**src/rtl/sparse_tb_builder_pkg.sv**
```systemverilog
// Shared types and constants for the sparse-intersection test harness.
`timescale 1ns/1ps
package sparse_tb_pkg;

  typedef enum logic [1:0] {
    IDLE,
    RUN,
    DONE
  } state_e;

  localparam logic [31:0] LEN_A  = 32'h000;
  localparam logic [31:0] LEN_B  = 32'h004;
  localparam logic [31:0] A_BASE = 32'h100;
  localparam logic [31:0] B_BASE = 32'h200;

  localparam int unsigned DEFAULT_DEPTH   = 64;
  localparam int unsigned DEFAULT_COORD_W = 16;

endpackage

```
**src/rtl/sparse_tb_builder_coord_bank.sv**
```systemverilog
// DEPTH x COORD_W coordinate register file: synchronous write, asynchronous read, no reset.
`timescale 1ns/1ps
module coord_bank
  import sparse_tb_pkg::*;
#(
  parameter  int unsigned DEPTH   = DEFAULT_DEPTH,
  parameter  int unsigned COORD_W = DEFAULT_COORD_W,
  localparam int unsigned AW      = $clog2(DEPTH)
) (
  input  logic               clk,
  input  logic               we,
  input  logic [AW-1:0]      waddr,
  input  logic [COORD_W-1:0] wdata,
  input  logic [AW-1:0]      raddr,
  output logic [COORD_W-1:0] rdata
);

  logic [COORD_W-1:0] mem [DEPTH];

  always_ff @(posedge clk) begin
    if (we) begin
      mem[waddr] <= wdata;
    end
  end

  assign rdata = mem[raddr];

endmodule

```
**config.mk**
```make
export PLATFORM = sky130hd
export DESIGN_NAME = coord_bank
export DESIGN_NICKNAME = d
export VERILOG_FILES = /design/src/rtl/sparse_tb_builder_pkg.sv /design/src/rtl/sparse_tb_builder_coord_bank.sv
export SDC_FILE = /design/constraint.sdc
export NUM_CORES = 1
export LEC_CHECK = 0
export CAP_MARGIN = 25
export CORE_MARGIN = 5
export CORE_UTILIZATION = 40
export DETAILED_ROUTE_END_ITERATION = 7
export GPL_ROUTABILITY_DRIVEN = 0
export HOLD_SLACK_MARGIN = 0.08
export SYNTH_ARGS = -nofsm -noshare
export SYNTH_HDL_FRONTEND = slang
export SYNTH_SLANG_ARGS = --single-unit
```
**constraint.sdc**
```tcl
create_clock -name clk -period 5.1 [get_ports clk]
set_input_delay 1.02 -clock clk [delete_from_list [all_inputs] [get_ports clk]]
set_output_delay 1.02 -clock clk [all_outputs]
set_load 0.005 [all_outputs]
```
==> results.ini <==
[outcome]
status = complete, no violations

[worst_setup_path]
path_class = input port to primary output
worstPathArrival_ns = 4.00
crit_path_end_kind = primary output
required_ns = 4.08
critical_path.max_fanout = 31
cp-start-kind = input port

[final_layout]
final_cell_mix = edfxtp_1, mux4_2, buf_4, clkbuf_16, mux2i_1
register_area_mm2 = 0.0307
largest_register_ffs = 1024
fill_cells = 8124
multi_input_area_mm2 = 0.00828
area_growth_pct = 15.3
final_common_cell = edfxtp_1
layout-drive-gt1-share = 0.280
largest-register = mem
fin_area_mm2 = 0.0458
top_regs = mem (1024)
nets = 2045

[clocking]
cts_setup_buffers = 0
cts_resized = 0
clk_pin_slew_ns = 0.06
clockRootBuffer = clkbuf_16
clkSinkCount = 1024
clockBufferDepth = 3
htree_levels = 3
cts_made_buffers = 103
cts_tree = built
holdBufCountCts = 0

[place]
port_buffers = 45
post-dp-hpwl_um = 57300
dpl_cell_area_mm2 = 0.0424

[power]
p_int_mw = 14.0
comb_power_share = 0.053
finalPower_mw = 17.7
seqPwrFrac = 0.526
ir_drop_mv = 0.295
p_sw_mw = 3.71
powerDensity_mw_per_mm2 = 387
pwr-share-clk = 0.421
swShare = 0.209
p_leak_nw = 14.5

[route]
first_iter_violations = 2118
routed_wirelength_um = 95000
vias = 19110
via_per_inst = 5.63
dr.pass1.iters = 5
ant_nets = 0
drc_errors = 0
wire_per_inst_um = 28.0

[global_routing]
use_met2 = 0.292
grtUsageMet1 = 0.244
grt_pass1_wl_um = 138000
grt-ovfl-total = 0
grt_start_max_net_pins = 65
grt_usage = 0.178
grt_use_met3 = 0.0431
grt_pass1_vias = 19546
antenna_found_initial = 3
top_usage_layer = met2

[job]
drv_cap = 0

[floorplanning]
rows = 115
dieArea_mm2 = 0.106
start_util = 0.404
die_h_um = 325
die_w_um = 325
coreArea_mm2 = 0.0984
io_pins = 46

[synth]
syn_area_mm2 = 0.0397
syn-num-nets = 1843
yosysSeqAreaShare = 0.774
synthCells = 1813
yosysWarnings = 0
synth_cell_types = 42
ys_ff_latch = 1024
syn_area_per_cell_um2 = 21.9

[sta]
max_freq_mhz = 199
worst_pin_slew_ns = 0.990
hold_viol = 0
slew_headroom = 0.338
rsz0062_at_grt = false
slew_violations = 0
finalSetupViolations = 0
period_minus_slack_ns = 5.02
fin_setup_tns_ns = 0
finalCritPeriodShare = 0.984

[min_path]
hold_class = input port to flip-flop

[through the flow]
stage | setup slack [ns] | utilization | hold slack, ns | cells
floorplan | 1.59 | - | 1.12 | 1813
global placement | 0.0317 | 0.430 | 1.49 | 3193
detailed placement | 0.0417 | 0.431 | 1.51 | 3196
CTS | 0.0400 | 0.465 | 0.786 | 3388
global route | 0.0257 | 0.465 | 0.801 | 3389
finish | 0.0841 | 0.465 | 0.814 | 3392
[per-layer routing]
metal / part of all wire / wire [um]
met1: 0.41 / 38900
met2: 0.49 / 46600
met3: 0.078 / 7380
met4: 0.022 / 2090
met5: 0 / 0
[power by group through the flow]
stage / sequential, mW / clock [mW] / combinational, mW
after detailed placement: 9.51 / 0 / 0.947
after CTS: 9.33 / 7.62 / 0.948
final: 9.33 / 7.47 / 0.939
after floorplan: 9.51 / 0 / 0.495
after global placement: 9.51 / 0 / 0.928
after global routing: 9.33 / 8.01 / 0.997
[critical path: stages]
cell,delay (ns)
clkdlybuf4s50_1,0.50
buf_12,0.21
nand2_1,0.43
buf_4,0.31
a41oi_1,0.35
o21ai_0,0.29
and4_1,0.33
clkdlybuf4s50_1,0.47
[kinds of logic (layout without fill, tap and decap cells)]
group           count (synthesis)  count (layout)  synth area share
buf+inv                       104             393            0.0185
flops                        1024            1024             0.774
compound gates                129             129            0.0243
mux                           336             336             0.156
simple gates                  220             220            0.0267
other cells                     0               3                 0
[layout make-up]
class,count,area share
sequential,1024,0.671
tap,1287,0.0352
timing repair buffer,201,0.0391
clock inverter,67,0.0145
antenna,3,0.000164
multi-input combinational,685,0.181
clock buffer,125,0.0590
[cells in the mapped netlist]
cell type | count | share of area
mux2_2 | 27 | 0.0077
nor2b_1 | 30 | 0.0047
a22oi_1 | 39 | 0.0074
mux2i_1 | 85 | 0.021
nand3b_1 | 2 | 0.00038
or3_1 | 1 | 0.00016
buf_1 | 3 | 0.00028
a31oi_1 | 8 | 0.0013
nand3_1 | 24 | 0.0030
nand2b_1 | 3 | 0.00047
and2_1 | 2 | 0.00031
nor3_1 | 2 | 0.00025
buf_8 | 3 | 0.0011
a221oi_1 | 16 | 0.0035
a221o_1 | 6 | 0.0015
o21ai_1 | 3 | 0.00038
nand4_1 | 12 | 0.0019
nand4b_1 | 1 | 0.00022
nor4_2 | 3 | 0.00095
buf_12 | 5 | 0.0025
mux4_1 | 4 | 0.0026
a21oi_1 | 17 | 0.0021
a41oi_1 | 5 | 0.0011
clkbuf_1 | 24 | 0.0023
and4_1 | 5 | 0.0011
clkbuf_2 | 2 | 0.00025
a211o_1 | 8 | 0.0018
edfxtp_1 | 1024 | 0.77
o21ai_0 | 5 | 0.00063
nor2_2 | 2 | 0.00031
mux4_2 | 220 | 0.12
a211oi_1 | 8 | 0.0015
or3b_2 | 1 | 0.00022
a22o_1 | 6 | 0.0013
nand2_4 | 1 | 0.00028
a311oi_1 | 8 | 0.0018
buf_4 | 13 | 0.0025
buf_6 | 17 | 0.0048
nor2_1 | 72 | 0.0068
buf_2 | 36 | 0.0045
clkbuf_4 | 1 | 0.00019
nand2_1 | 59 | 0.0056
[final timing paths]
| kind | endpoint | slack (ns) | cells past startpoint | startpoint |
|---|---|---|---|---|
| max | rdata[12] | 0.08 | 8 | raddr[3] |
| min | mem[16][13]$_DFFE_PP_ | 0.81 | 1 | wdata[13] |
Power figures use the tool's default switching activity.
